<file path="config.mk">
export PLATFORM = sky130hd
export DESIGN_NAME = exe_mem_stage_reg
export DESIGN_NICKNAME = d
export VERILOG_FILES = /design/src/rtl/arm_pkg.sv /design/src/rtl/status_reg.sv /design/src/rtl/exe_mem_stage_reg.sv
export SDC_FILE = /design/constraint.sdc
export NUM_CORES = 1
export LEC_CHECK = 0
export BUFFER_PORTS_ARGS = -buffer_cell sky130_fd_sc_hd__buf_2
export CORE_UTILIZATION = 47
export DETAILED_ROUTE_END_ITERATION = 10
export HOLD_SLACK_MARGIN = 0.15
export PLACE_DENSITY = 0.84
export SLEW_MARGIN = 20
export SYNTH_ARGS = -nofsm -noshare
export SYNTH_HDL_FRONTEND = slang
export SYNTH_SLANG_ARGS = --single-unit
</file>
<file path="constraint.sdc">
create_clock -name clk -period 4.4 [get_ports clk]
set_clock_uncertainty 0.1 [all_clocks]
set_input_delay 0.88 -clock clk [delete_from_list [all_inputs] [get_ports clk]]
set_output_delay 0.88 -clock clk [all_outputs]
set_load 0.01 [all_outputs]
</file>
<file path="src/rtl/arm_pkg.sv">
// Shared ARM pipeline definitions: status-register bit layout, default widths,
// and the 4-bit status vector type.
package arm_pkg;

  localparam int Z_BIT = 3;
  localparam int C_BIT = 2;
  localparam int N_BIT = 1;
  localparam int V_BIT = 0;

  localparam int DATA_W_DEF = 32;
  localparam int REG_W_DEF  = 4;

  typedef logic [3:0] status_t;

endpackage

</file>
<file path="src/rtl/status_reg.sv">
// Architectural status register {z,c,n,v}: loads d on edges with ld high.
// Latency 1 cycle, no combinational d->q path; no backpressure, holds when ld low.
module status_reg
  import arm_pkg::*;
(
  input  logic    clk,
  input  logic    rst,
  input  logic    ld,
  input  status_t d,
  output status_t q
);

  always_ff @(posedge clk or posedge rst) begin
    if (rst) begin
      q <= '0;
    end else if (ld) begin
      q <= d;
    end
  end

endmodule

</file>
<file path="src/rtl/exe_mem_stage_reg.sv">
// EXE/MEM pipeline register plus status register, 1-cycle latency; freeze holds everything,
// flush or !exe_valid inserts a bubble. EXE_MEM_PERF_EN adds retired/bubble counters.
module exe_mem_stage_reg
  import arm_pkg::*;
#(
  parameter int DATA_W = DATA_W_DEF,
  parameter int REG_W  = REG_W_DEF
) (
  input  logic              clk,
  input  logic              rst,
  input  logic              freeze,
  input  logic              flush,
  input  logic              exe_valid,
  input  logic              exe_s,
  input  logic [3:0]        exe_status,
  input  logic [DATA_W-1:0] alu_result,
  input  logic [DATA_W-1:0] st_val,
  input  logic [REG_W-1:0]  dest,
  input  logic              wb_en,
  input  logic              mem_r_en,
  input  logic              mem_w_en,
  output logic [3:0]        sr,
  output logic              mem_valid,
  output logic [DATA_W-1:0] mem_alu_result,
  output logic [DATA_W-1:0] mem_st_val,
  output logic [REG_W-1:0]  mem_dest,
  output logic              mem_wb_en,
  output logic              mem_r_en_o,
  output logic              mem_w_en_o
`ifdef EXE_MEM_PERF_EN
  ,
  output logic [31:0]       retired_cnt,
  output logic [31:0]       bubble_cnt
`endif
);

  logic load_vld;
  logic sr_ld;

  // A real instruction advances only when the stage is neither frozen nor squashed.
  assign load_vld = exe_valid & ~flush & ~freeze;
  assign sr_ld    = load_vld & exe_s;

  status_reg u_status_reg (
    .clk (clk),
    .rst (rst),
    .ld  (sr_ld),
    .d   (exe_status),
    .q   (sr)
  );

  always_ff @(posedge clk or posedge rst) begin
    if (rst) begin
      mem_valid      <= 1'b0;
      mem_alu_result <= '0;
      mem_st_val     <= '0;
      mem_dest       <= '0;
      mem_wb_en      <= 1'b0;
      mem_r_en_o     <= 1'b0;
      mem_w_en_o     <= 1'b0;
    end else if (!freeze) begin
      if (load_vld) begin
        mem_valid      <= 1'b1;
        mem_alu_result <= alu_result;
        mem_st_val     <= st_val;
        mem_dest       <= dest;
        mem_wb_en      <= wb_en;
        mem_r_en_o     <= mem_r_en;
        mem_w_en_o     <= mem_w_en;
      end else begin
        // Bubble: only control is cleared, data fields keep their last values.
        mem_valid  <= 1'b0;
        mem_wb_en  <= 1'b0;
        mem_r_en_o <= 1'b0;
        mem_w_en_o <= 1'b0;
      end
    end
  end

`ifdef EXE_MEM_PERF_EN
  always_ff @(posedge clk or posedge rst) begin
    if (rst) begin
      retired_cnt <= '0;
      bubble_cnt  <= '0;
    end else if (!freeze) begin
      if (load_vld) begin
        retired_cnt <= retired_cnt + 32'd1;
      end else begin
        bubble_cnt <= bubble_cnt + 32'd1;
      end
    end
  end
`endif

endmodule

</file>
# == Word-level counts from Yosys, hierarchy flattened ==
# Index checks and enable logic that the tools add are counted.
# word_totals
out_inout_bits,76
ram_bits,0
rom_bits,0
mem_count,0
reg_bits,76
input_bits,81
wordCells,18
latchBits,0
# classes
n_reduce_logical,1
div_mod_pow,0
n_shift,0
n_eq_ne,0
n_bitwise,5
mul,0
order_cmp,0
n_mux,4
addsub,0
# ops
cell,n
1-bit 2-to-1 mux,4
1-bit bitwise AND,3
1-bit inverter,2
2-bit AND reduction,1

# == Logic depth before layout (Yosys ltp) ==
# logic_depth
ltp_word,4
depth_mapped,5
depth_no_buf,2

# == Cells and area by module ==
# Synthesis repeated with hierarchy kept, for this count alone.
# hier_totals
cells_unflattened,170
area_unflattened_um2,2891.5
# modules_own_cells
module,n_inst,area_each_um2,seq_area_each_um2,cells_per_inst
exe_mem_stage_reg,1,2742.6,1801.7,161
status_reg,1,148.9,100.1,9

# == Least setup slack after synthesis ==
# Ideal clock, no wire load.
# synth_path
path_kind,input -> register
start,input port freeze
end,register mem_st_val[14]
cell_stages,5
t_arrival_ns,1.927
required_ns,4.173
n_path_buf,3
slack_ns,2.245
setup_ns,0.127
cell_sequence,buf_2 nor3b_4 buf_4 buf_6 mux2_1
# synth_between
elab_chain_len,3
# synth_lines
item,line,source
"start, declared",exe_mem_stage_reg.sv:11,"input logic freeze,"
1-bit inverter (no line) (*),--,
1-bit bitwise AND,exe_mem_stage_reg.sv:41,assign load_vld = exe_valid & ~flush & ~freeze;
2-bit AND reduction (no line) (*),--,
"end signal, assigned",exe_mem_stage_reg.sv:65,mem_st_val <= st_val;
"end, declared",exe_mem_stage_reg.sv:25,"output logic [DATA_W-1:0] mem_st_val,"
# Every way passes the cells marked *; elsewhere a longest branch is shown, timed or not.
# A chain may end at the register's enable or synchronous reset.

# == Final worst setup path ==
# layout_path
start,input port freeze
end,register mem_st_val[7]
# Same word-level chain as after synthesis.

==> summary.md <==
| Metric | Value |
|---|---|
| Antenna Violating Nets Remaining | 0 |
| Clock power share | 29.9% |
| Cell with the most instances after synthesis | dfrtp_1 |
| Area of the multi-input gates | 898 um^2 |
| Yosys warns | 0 |
| Routed wl met3 | 457 um |
| Slowest CP cell | buf_4 |
| Buf/Inv on CP | 2 |
| Outcome | completed |
| Hold Crit Class | reg -> reg |
| Final hold violation count | 0 |
| Fillcell total | 459 |
| Num CTS Buffers | 9 |
| Sw Ratio | 25.8% |
| Top layer used by detailed routing | met4 |
| Die Ht | 79.9 um |
| Die X | 79.9 um |
| Yosys reg bits | 76 |
| H-tree Lvls | 3 |
| Drt pass-1 iters | 4 |
| CORE AREA | 5890 um^2 |
| CP Cell Sequence | buf_2, nor3b_4, buf_4, mux2_2 |
| Net Sw Power | 470 uW |
| Critical Path RT | 4.52 ns |
| Layout cells sized above 1 | 71.6% |
| Post-CTS Setup Inserts | 0 |
| Post-CTS sizing | 0 |
| Top Ports | 157 |
| Remaining global-route overflow | 0 |
| Tmin final | 2.04 ns |
| First-pass GRT wire length | 8590 um |
| Achievable Freq | 490 MHz |
| Gate count after technology mapping | 169 |
| Internal power | 1.35 mW |
| CP Max Fanout | 45 |
| Crit path kind | in -> reg |
| Crit end category | flop |
| Vias in the first global route | 1939 |
| EDFF count, synth | 0 |
| Largest net degree at the start of global routing | 52 |
| Crit start category | input port |
| Max Cap Viol | 0 |
| Vias post-DR | 1979 |
| M1 WL | 2200 um |
| Worst skew pair latency | 0.34 ns |
| Synth Flop Type | dfrtp_1 |
| # DRC | 0 |
| Clk buf depth | 2 |
| Critical path data arrival time | 2.16 ns |
| Cell variety after synth | 13 |
| # hold bufs at CTS | 0 |
| Initial Util | 48.5% |
| Initial DRC count | 38 |
| RD Place Congestion | 0.800 |
| Pre-CTS setup slack | 2.00 ns |
| Synth area leaders | dfrtp_1, mux2_2, mux2_1 |
| DRT Wirelength | 5670 um |
| Clk slew on worst S/H paths | 0.07 ns |
| Syn Area/Cell | 16.9 um^2 |
| Overall Global Routing Usage | 18.3% |
| Pins Over Slew Limit | 0 |
| Met2 WL | 2900 um |
| # setup viols final | 0 |
| Worst vdd ir | 0.288 mV |
| Clock Root Buffer | clkbuf_8 |
| Combinational Power Share | 21.4% |
| P per Cell Area | 465 nW/um^2 |
| Synth Net Count | 250 |
| Port Buffer Count | 156 |
| Post-synth ARST share | 100% |
| Fin util | 66.4% |
| Post-DP HPWL | 4290 um |
| Total power | 1.82 mW |
| Nets@finish | 412 |
| Final hold slack | 0.383 ns |
| Synth top area share | 66.7% |
| Worst slew margin | 43.5% |
| Setup ws final | 2.36 ns |
| Seq pwr share | 48.7% |
| Worst-Margin Slew | 0.847 ns |
| P&R area growth vs syn | 36.9% |
| Clock sinks | 76 |
| Leak pwr | 1.97 nW |
| Sequential cell area | 1900 um^2 |
| FP Rows | 28 |
| Register area share after synthesis | 66.7% |
| Area leader, netlist | dfrtp_1 |
| Synth top cells by count | dfrtp_1, mux2_2, mux2_1 |
| Die Area | 6380 um^2 |
| N_diodes | 0 |
| Avg WL per Cell | 13.8 um |
| Post-synthesis cell area | 2850 um^2 |
| TNS Setup | 0 ns |
| CTS tree | done |
| RSZ-0062 raised after global routing | no |
| Period utilization | 46.4% |
| Max incr delay on CP | 0.48 ns |
| Initial antenna violation count | 0 |
| Via density | 4.83 |
| Top Family by Delay on Critical Path | buffers and inverters |
-- power groups by stage --
stage               Combinational, mW  Sequential (mW)  Clock, mW
finish                          0.389            0.886      0.543
global route                    0.426            0.903      0.584
CTS                             0.397            0.888      0.559
detailed placement              0.397            0.900          0
global placement                0.382            0.893          0
floorplan                       0.137            0.964          0
-- logic make-up after synthesis --
logic type             count (synthesis)  share of synthesized area (%)
AOI/OAI and AO/OA                      4                          0.789
DFF                                   76                           66.7
buffers and inverters                  9                           1.84
muxes                                 72                           28.4
and+or+nand+nor                        8                           2.28
-- metrics by stage --
stage	cells	cell area, um^2
after floorplan	169	2850
after global placement	395	3700
after detailed placement	395	3700
after CTS	410	3910
after global routing	410	3910
final	410	3910
-- layer usage --
metal,GRT usage (%),vias up
li1,-,921
met1,20.6,955
met2,31.2,92
met3,5.26,11
met4,9.64,0
met5,0,-
-- layout make-up --
type	count	area share, %
sequential	76	48.7
multi-input combinational	84	23.0
timing repair buffer	159	20.6
clock buffer	9	3.17
tap	75	2.40
clock inverter	6	2.05
inverter	1	0.128
-- path summary, 6_finish.rpt --
path	startpoint	endpoint	slack, ns	cells after the start
max	freeze	mem_st_val[7]$_DFFE_PP0P_	2.36	4
min	mem_st_val[15]$_DFFE_PP0P_	mem_st_val[15]$_DFFE_PP0P_	0.38	1
max reg2reg	mem_st_val[21]$_DFFE_PP0P_	mem_st_val[21]$_DFFE_PP0P_	3.52	1
min reg2reg	mem_st_val[15]$_DFFE_PP0P_	mem_st_val[15]$_DFFE_PP0P_	0.38	1
max in group asynchronous	rst	mem_st_val[3]$_DFFE_PP0P_	2.78	3
min in group asynchronous	rst	mem_st_val[1]$_DFFE_PP0P_	0.58	2
-- state kept, by name, summed over array words and instances (netlist names) --
name and flops:
mem_alu_result 32, u_status_reg.q 4, mem_wb_en 1, mem_dest 4
mem_valid 1, mem_st_val 32, mem_w_en_o 1, mem_r_en_o 1
-- cell usage in the layout (no fill, tap or decap) --
cell,count
buf_2,156
dfrtp_1,76
mux2_2,63
mux2_1,9
clkbuf_8,9
clkinv_2,5
nand3b_1,3
nand2_1,3
o21ai_0,3
buf_4,3
bufinv_16,2
nor3b_4,1
and4bb_2,1
a21o_1,1
Note: power is estimated with default switching activity, not from simulation.
